--- src/rtl/reg_file_if.sv ---
// Register-file bus: write port, stall flag, two read ports and write-done flag.
interface reg_file_if #(
   parameter int DATA_WIDTH = 8,
   parameter int ADDR_WIDTH = 3
);
   logic [DATA_WIDTH-1:0] IN;
   logic [ADDR_WIDTH-1:0] INADDRESS;
   logic                  WRITE;
   logic                  BUSYWAIT;
   logic [ADDR_WIDTH-1:0] OUT1ADDRESS;
   logic [ADDR_WIDTH-1:0] OUT2ADDRESS;
   logic [DATA_WIDTH-1:0] OUT1;
   logic [DATA_WIDTH-1:0] OUT2;
   logic                  WRITE_DONE;

   // Pipeline side: drives write/read requests, consumes read data.
   modport master (
      output IN, INADDRESS, WRITE, BUSYWAIT, OUT1ADDRESS, OUT2ADDRESS,
      input  OUT1, OUT2, WRITE_DONE
   );

   // Register file side.
   modport slave (
      input  IN, INADDRESS, WRITE, BUSYWAIT, OUT1ADDRESS, OUT2ADDRESS,
      output OUT1, OUT2, WRITE_DONE
   );
endinterface

--- src/rtl/reg_file.sv ---
// Register file: 2**ADDR_WIDTH general registers, one write port, two
// combinational read ports. Writes are frozen while the data cache stalls.
module reg_file #(
   parameter int DATA_WIDTH = 8,
   parameter int ADDR_WIDTH = 3
) (
   input  logic        CLK,
   input  logic        RESET,
   reg_file_if.slave   bus
);
   localparam int NUM_REGS = 2 ** ADDR_WIDTH;

   logic [DATA_WIDTH-1:0] r_regs [NUM_REGS];
   logic                  r_write_done;
   logic                  w_commit;

   // A held load write simply commits on the first non-stalled edge; no
   // extra state is needed to make it happen exactly once.
   assign w_commit = bus.WRITE && !bus.BUSYWAIT;

   // Register storage: reset clears everything and overrides any write.
   always_ff @(posedge CLK) begin
      if (RESET) begin
         for (int i = 0; i < NUM_REGS; i++) begin
            r_regs[i] <= '0;
         end
      end else if (w_commit) begin
         r_regs[bus.INADDRESS] <= bus.IN;
      end
   end

   // Write-done flag: high for the cycle after each committed write.
   always_ff @(posedge CLK) begin
      if (RESET) begin
         r_write_done <= 1'b0;
      end else begin
         r_write_done <= w_commit;
      end
   end

   // Read ports are purely combinational with no write bypass, so a
   // same-cycle write is only visible after the edge.
   assign bus.OUT1       = r_regs[bus.OUT1ADDRESS];
   assign bus.OUT2       = r_regs[bus.OUT2ADDRESS];
   assign bus.WRITE_DONE = r_write_done;

endmodule
--- src/flat_wrapper.sv ---
// flat-port wrapper written by rule: the top's interface ports become plain ports
module reg_file_flat 
#(
   parameter int DATA_WIDTH = 8,
   parameter int ADDR_WIDTH = 3
)
  (CLK, RESET, bus_IN, bus_INADDRESS, bus_WRITE, bus_BUSYWAIT, bus_OUT1ADDRESS, bus_OUT2ADDRESS, bus_OUT1, bus_OUT2, bus_WRITE_DONE);
  reg_file_if #(.DATA_WIDTH(DATA_WIDTH), .ADDR_WIDTH(ADDR_WIDTH)) bus_i ();
  input  logic CLK;
  input  logic RESET;
  input wire logic [$bits(bus_i.IN)-1:0] bus_IN;
  input wire logic [$bits(bus_i.INADDRESS)-1:0] bus_INADDRESS;
  input wire logic [$bits(bus_i.WRITE)-1:0] bus_WRITE;
  input wire logic [$bits(bus_i.BUSYWAIT)-1:0] bus_BUSYWAIT;
  input wire logic [$bits(bus_i.OUT1ADDRESS)-1:0] bus_OUT1ADDRESS;
  input wire logic [$bits(bus_i.OUT2ADDRESS)-1:0] bus_OUT2ADDRESS;
  output wire logic [$bits(bus_i.OUT1)-1:0] bus_OUT1;
  output wire logic [$bits(bus_i.OUT2)-1:0] bus_OUT2;
  output wire logic [$bits(bus_i.WRITE_DONE)-1:0] bus_WRITE_DONE;
  assign bus_i.IN = bus_IN;
  assign bus_i.INADDRESS = bus_INADDRESS;
  assign bus_i.WRITE = bus_WRITE;
  assign bus_i.BUSYWAIT = bus_BUSYWAIT;
  assign bus_i.OUT1ADDRESS = bus_OUT1ADDRESS;
  assign bus_i.OUT2ADDRESS = bus_OUT2ADDRESS;
  assign bus_OUT1 = bus_i.OUT1;
  assign bus_OUT2 = bus_i.OUT2;
  assign bus_WRITE_DONE = bus_i.WRITE_DONE;
  reg_file #(.DATA_WIDTH(DATA_WIDTH), .ADDR_WIDTH(ADDR_WIDTH)) u_core (.CLK(CLK), .RESET(RESET), .bus(bus_i));
endmodule
--- config.mk ---
export PLATFORM = sky130hd
export DESIGN_NAME = reg_file_flat
export DESIGN_NICKNAME = d
export VERILOG_FILES = /design/src/rtl/reg_file_if.sv /design/src/rtl/reg_file.sv /design/src/flat_wrapper.sv
export SDC_FILE = /design/constraint.sdc
export NUM_CORES = 1
export LEC_CHECK = 0
export CELL_PAD_IN_SITES_DETAIL_PLACEMENT = 1
export CELL_PAD_IN_SITES_GLOBAL_PLACEMENT = 1
export CORE_MARGIN = 5
export CORE_UTILIZATION = 51
export DETAILED_ROUTE_END_ITERATION = 6
export MAX_ROUTING_LAYER = met4
export PLACE_DENSITY_LB_ADDON = 0.1
export RECOVER_POWER = 25
export SETUP_SLACK_MARGIN = 0.1
export SYNTH_ARGS = -nofsm -noshare
export SYNTH_HDL_FRONTEND = slang
export SYNTH_SLANG_ARGS = --single-unit
--- constraint.sdc ---
create_clock -name CLK -period 4.8 [get_ports CLK]
set_input_delay 0.72 -clock CLK [delete_from_list [all_inputs] [get_ports CLK]]
set_output_delay 0.72 -clock CLK [all_outputs]
set_load 0.005 [all_outputs]
==> results of run 1 <==
## registers in the layout (all words and copies together) (netlist names)
name                   cells
u_core.bus.WRITE_DONE      1
u_core.r_regs             64
## through the flow
| stage | setup WS, ns | cells | cell area [sq um] |
|---|---|---|---|
| 2_1_floorplan | 2.32 | 226 | 3580 |
| 3_3_place_gp | 1.18 | 342 | 3970 |
| 3_5_place_dp | 1.12 | 342 | 3970 |
| 4_1_cts | 1.13 | 358 | 4180 |
| 5_1_grt | 1.05 | 358 | 4170 |
| 6_report | 1.16 | 358 | 4170 |
## cells by family after synthesis
family | after synthesis
simple gates | 71
flops | 65
mux | 48
buf+inv | 34
compound gates | 8
## cell usage in the layout (no fill, tap or decap)
master and n:
buf_4 7, bufinv_16 2, clkbuf_1 3, clkbuf_8 9
clkdlybuf4s50_1 35, clkinv_1 8, clkinv_2 3, clkinvlp_4 1
dfxtp_1 1, dlygate4sd3_1 2, edfxtp_1 64, mux2_2 16
mux4_1 29, mux4_2 3, nand2_1 1, nand2b_1 2
nand4bb_1 1, nor3_1 64, nor3b_1 1, o21bai_1 8
or2_2 1, or4b_1 1
## report_power, final
| part | switching [uW] | internal [uW] |
|---|---|---|
| combinational | 90.2 | 110 |
| clock | 215 | 290 |
| sequential | 16.4 | 656 |
## routing by layer
metal,routed length (microns),up-vias
met3,602,8
met4,114,0
met1,3690,1205
met2,5050,91
met5,0,-
li1,-,996
## worst max-delay path by stage
stage                       startpoint     endpoint  cells after the start
global placement    bus_OUT1ADDRESS[2]  bus_OUT1[7]                      4
finish              bus_OUT1ADDRESS[2]  bus_OUT1[7]                      4
global route        bus_OUT2ADDRESS[2]  bus_OUT2[2]                      4
floorplan           bus_OUT1ADDRESS[0]  bus_OUT1[0]                      4
CTS                 bus_OUT2ADDRESS[2]  bus_OUT2[4]                      4
detailed placement  bus_OUT1ADDRESS[2]  bus_OUT1[7]                      4
## final cells by class
type / instances / area share
timing repair buffer: 46 / 0.103
sequential: 65 / 0.465
clock buffer: 10 / 0.0306
tap: 96 / 0.0288
clock inverter: 6 / 0.0198
inverter: 8 / 0.00719
multi-input combinational: 127 / 0.345
==> qor.csv, run 1 <==
stage,metric,value,unit
cells_and_area,Fillers,644,
route,number of vias per cell,6.42,
yosys,Post-synth EDFFs,64,
cells_and_area,Antenna diodes,0,
timing,setup TNS,0,ns
floorplanning,Starting Density,0.525,
grt,met2 Usage GRT,0.416,
worst_setup_path,crit path kind,primary input to output port,
floorplanning,core area,0.00683,sq mm
yosys,Synth Cell Area,0.00358,sq mm
timing,Slew Limit Fails,0,
route,Final ANT Viol Nets,0,
grt,global-route usage over all layers,0.239,
timing,Hold Slack,0.978,ns
worst_setup_path,Crit path largest cell delay,1.01,ns
power,Power Dens Cells,330,mW/mm^2
yosys,sequential area share after synthesis,0.542,
timing,setup violators final,0,
floorplanning,DIE WIDTH,93.8,microns
route,Via Count,2300,
clock_tree,Num Clock Sinks,65,
yosys,Seq cells post-synth,65,
worst_setup_path,CP Launch Type,primary input,
worst_setup_path,CP Cell Sequence,clkdlybuf4s50_1 -> mux4_1 -> mux2_2 -> clkdlybuf4s50_1,
route,DR pass1 iterations,4,
worst_setup_path,CP bufs+invs,2,
timing,period utilization,0.759,
grt,total grt overflow,0,
worst_setup_path,Worst EP required,4.08,ns
floorplanning,DIE AREA,0.00880,sq mm
worst_setup_path,Worst setup EP type,output port,
clock_tree,H-tree Lvls,3,
route,Detailed Route Iter0 Violations,156,
yosys,leading post-synthesis cells by cell area,"edfxtp_1 (54%), mux4_1 (21%), nor3_1 (8.9%)",
clock_tree,CTS root buf,clkbuf_8,
cells_and_area,area grow syn2layout,16.5,%
clock_tree,postcts setup bufs,0,
power,LEAKAGE,0.00136,uW
yosys,Post-Synth Adder-Cell Area,0,
yosys,Synth cell types,19,
timing,final worst path period need,3.64,ns
yosys,Synth Area in Simple Gates,0.104,
worst_hold_path,WHS Endpoint,u_core.bus.WRITE_DONE$_SDFF_PP0_,
yosys,main combinational cell family by area after synthesis,multiplexers,
cells_and_area,register area,0.00194,sq mm
run,MaxCap Viol Count,0,
clock_tree,total CTS buffers,9,
yosys,syn nets,247,
clock_tree,CTS Hold Buffers Added,0,
yosys,most common flop cell mapped by yosys,edfxtp_1,
place,gp weighted congestion,0.737,
worst_setup_path,Worst path most repeated cell,clkdlybuf4s50_1,
yosys,cell taking the most area after synthesis,edfxtp_1,
cells_and_area,area occupied by multi-input gates,0.00144,sq mm
yosys,commonest cells in the netlist,"edfxtp_1 (64), nor3_1 (64), mux4_1 (29)",
cells_and_area,"Core Util, Final",0.611,
floorplanning,Die Ht,93.8,microns
cells_and_area,share of cells above drive strength 1,0.160,
timing,RSZ-0062 raised after global routing,false,
grt,vias in the first global route,2453,
power,Peak supply drop,248,uV
worst_hold_path,hold path startpoint,bus_BUSYWAIT,
worst_hold_path,worst hold path depth,2,
place,dpl hpwl,6180,microns
grt,met3 GRT Util,0.0473,
grt,antenna violations before repair,0,
grt,largest net degree at the start of global routing,21,
yosys,Post-Syn Instances,226,
route,drt wl/cell,26.4,microns
status,status,completed,
clock_tree,CTS tree,done,
power,total power,1380,uW
grt,GRT Max-Usage Layer,met2,
clock_tree,Clock transition at path regs,0.07,ns
yosys,mux share of post-synthesis cell area,0.282,
timing,Slew headroom,0.228,
floorplanning,row cnt,30,
worst_setup_path,crit-path leading delay family,buffers and inverters,
route,routed wire length,9450,microns
grt,global-route met1 utilization,0.282,
grt,global-route wire length before repair,14500,microns
yosys,"Async S/R FF share, synth",0,
floorplanning,Ports,38,
route,Residual DRC,0,
worst_setup_path,Crit Path Max Fanout,16,
timing,final hold vios,0,
place,I/O Buffers,37,
clock_tree,post-cts sizing count,0,
yosys,post-synthesis xor/xnor area fraction,0,
yosys,syn avg cell area,15.9,sq um
cells_and_area,Final #Nets,278,
clock_tree,Longest Clk Path Bufs,2,
worst_hold_path,worst hold path type,primary input to register,
yosys,Yosys top cell area share,0.536,
worst_setup_path,Critical Path AT,2.92,ns
yosys,Ys Warns,0,
timing,Least-Margin Pin Slew,1.16,ns
worst_setup_path,CP max stage cell,clkdlybuf4s50_1,
timing,Max Fclk,274,MHz
yosys,compound-gate portion of the synthesized area,0.0168,
(Power assumes the default switching activity.)
==> run 2: changes to the inputs <==
- CORE_UTILIZATION: 51 -> 43
- clock period: 4.8 -> 3.2 ns (I/O delays scaled with it)
==> run 2 against run 1 <==
Compared with the run above: combinational power up 54%; utilization down 8.8 points; worst hold slack worse by 0.24 ns; first-iteration DRC count down 34%; critical endpoint is now bus_OUT1[1]; via count down 2.5%.
==> qor.csv, run 2 (synthesis results as in run 1) <==
stage,metric,value,unit,change
worst_setup_path,Worst setup EP type,output port,,
floorplanning,DIE AREA,0.0103,sq mm,+17%
cells_and_area,register area,0.00194,sq mm,unchanged
status,status,completed,,
worst_hold_path,WHS Endpoint,u_core.bus.WRITE_DONE$_SDFF_PP0_,,
floorplanning,core area,0.00818,sq mm,+20%
cells_and_area,fin cells,374,,+4.5%
worst_setup_path,CP bufs+invs,3,,+1
route,Final ANT Viol Nets,0,,unchanged
grt,antenna violations before repair,0,,unchanged
floorplanning,Starting Density,0.438,,-0.0862
floorplanning,row cnt,33,,+10%
timing,Slew headroom,0.0205,,-0.208
route,number of vias per cell,5.99,,-6.7%
worst_setup_path,CP max stage cell,mux4_1,,
power,Peak supply drop,224,uV,-9.8%
cells_and_area,area grow syn2layout,19.2,%,
place,gp weighted congestion,0.712,,-3.4%
run,MaxCap Viol Count,0,,unchanged
clock_tree,Longest Clk Path Bufs,2,,unchanged
clock_tree,CTS root buf,clkbuf_8,,
route,M1 wire length,3870,microns,+4.9%
clock_tree,CTS tree,done,,
route,drt wl/cell,23.9,microns,-9.3%
clock_tree,Clock transition at path regs,0.07,ns,about the same
grt,total grt overflow,0,,unchanged
cells_and_area,most frequent cells in the layout,"nor3_1 (64), edfxtp_1 (64), clkdlybuf4s50_1 (34)",,
timing,final hold vios,0,,unchanged
worst_setup_path,CP Cell Sequence,clkdlybuf4s50_1 -> buf_12 -> mux4_1 -> mux2_2 -> clkdlybuf4s50_1,,
cells_and_area,Antenna diodes,0,,unchanged
cells_and_area,share of cells above drive strength 1,0.175,,+0.0144
place,Placed Cells,359,,+5.0%
power,Power Dens Cells,480,mW/mm^2,+45%
clock_tree,CTS Hold Buffers Added,0,,unchanged
timing,RSZ-0062 raised after global routing,false,,
cells_and_area,area occupied by multi-input gates,0.00144,sq mm,unchanged
route,Met3 Wirelength,397,microns,-34%
grt,vias in the first global route,2354,,-4.0%
route,DR top layer,met4,,
route,Via Count,2242,,-2.5%
cells_and_area,Finished Cell Area,0.00427,sq mm,+2.3%
cells_and_area,Fillers,791,,+23%
worst_setup_path,Critical Path AT,2.53,ns,-0.39 ns
cells_and_area,max reg flops,64,,unchanged
clock_tree,post-cts sizing count,0,,unchanged
worst_setup_path,crit-path leading delay family,buffers and inverters,,
route,Residual DRC,0,,unchanged
clock_tree,postcts setup bufs,0,,unchanged
timing,Max Fclk,332,MHz,
route,routed wire length,8960,microns,-5.2%
timing,Slew Limit Fails,0,,unchanged
worst_setup_path,Crit Path Max Fanout,16,,unchanged
grt,global-route wire length before repair,13900,microns,-4.0%
worst_setup_path,Worst setup startpoint,bus_OUT1ADDRESS[0],,
cells_and_area,Biggest register,u_core.r_regs,,
clock_tree,H-tree Lvls,3,,unchanged
timing,final worst path period need,3.01,ns,
clock_tree,Num Clock Sinks,65,,unchanged
floorplanning,Ports,38,,unchanged
timing,setup TNS,0,ns,unchanged
worst_setup_path,Stages on worst setup path,5,,+1
worst_setup_path,crit path kind,primary input to output port,,
cells_and_area,"Core Util, Final",0.522,,-0.0885
worst_hold_path,hold path startpoint,bus_BUSYWAIT,,
place,Placed Area,0.00408,sq mm,+2.7%
timing,Least-Margin Pin Slew,1.47,ns,+0.311 ns
route,DR pass1 iterations,4,,unchanged
place,dpl hpwl,6090,microns,-1.4%
timing,setup violators final,0,,unchanged
worst_hold_path,worst hold path type,primary input to register,,
worst_setup_path,Worst path most repeated cell,clkdlybuf4s50_1,,
power,LEAKAGE,0.00141,uW,+3.5%
worst_setup_path,Worst EP required,2.72,ns,-1.36 ns
place,I/O Buffers,37,,unchanged
worst_setup_path,CP Launch Type,primary input,,
route,wire length on met2,4620,microns,-8.5%
floorplanning,DIE WIDTH,101,microns,+8.0%
clock_tree,total CTS buffers,9,,unchanged
route,Detailed Route Iter0 Violations,103,,-34%
grt,largest net degree at the start of global routing,37,,+76%
timing,period utilization,0.941,,
floorplanning,Die Ht,101,microns,+8.0%
worst_setup_path,Crit path largest cell delay,0.61,ns,-0.40 ns
worst_hold_path,worst hold path depth,2,,unchanged
grt,global-route usage over all layers,0.192,,-0.0469
cells_and_area,Final #Nets,286,,+2.9%
## run 2: cell count changes in the layout (fill, tap and decap cells not counted)
cell | previous run | this run
clkbuf_1 | 3 | 1
clkinv_1 | 8 | 11
clkinv_2 | 3 | 0
buf_12 | 0 | 2
buf_4 | 7 | 14
dlygate4sd3_1 | 2 | 3
clkinvlp_4 | 1 | 0
dlymetal6s2s_1 | 0 | 1
clkdlybuf4s50_1 | 35 | 34
## run 2: power breakdown
group	switching (uW)	internal (uW)
Sequential	24.8	983
Combinational	134	176
Clock	303	427
Total	462	1590
## run 2: worst max-delay path by stage
stage	slack (ns)	to
detailed placement	0.18	bus_OUT1[1]
CTS	0.18	bus_OUT2[3]
global route	0.14	bus_OUT2[3]
floorplan	1.05	u_core.r_regs[0][0]$_SDFFCE_PN0P_
finish	0.19	bus_OUT1[1]
global placement	0.17	bus_OUT1[3]
## run 2: layer usage
layer	vias up	global-route usage
met3	8	0.0351
met1	1154	0.242
met4	0	0.0460
met5	-	-
met2	64	0.322
li1	1016	-
## run 2: layout make-up
cell class                      count  share of cell area
Inverter                            8             0.00703
Clock buffer                       10              0.0299
Clock inverter                      5              0.0167
Multi-Input combinational cell    127               0.337
Tap cell                          105              0.0308
Sequential cell                    65               0.455
Timing Repair Buffer               54               0.124
## run 2: stage by stage
stage	power, uW	setup WS (ns)	hold WS [ns]
2_1_floorplan	1190	1.05	0.556
3_3_place_gp	1330	0.174	1.09
3_5_place_dp	1340	0.177	1.09
4_1_cts	2060	0.177	0.733
5_1_grt	2120	0.145	0.771
6_report	2050	0.190	0.740
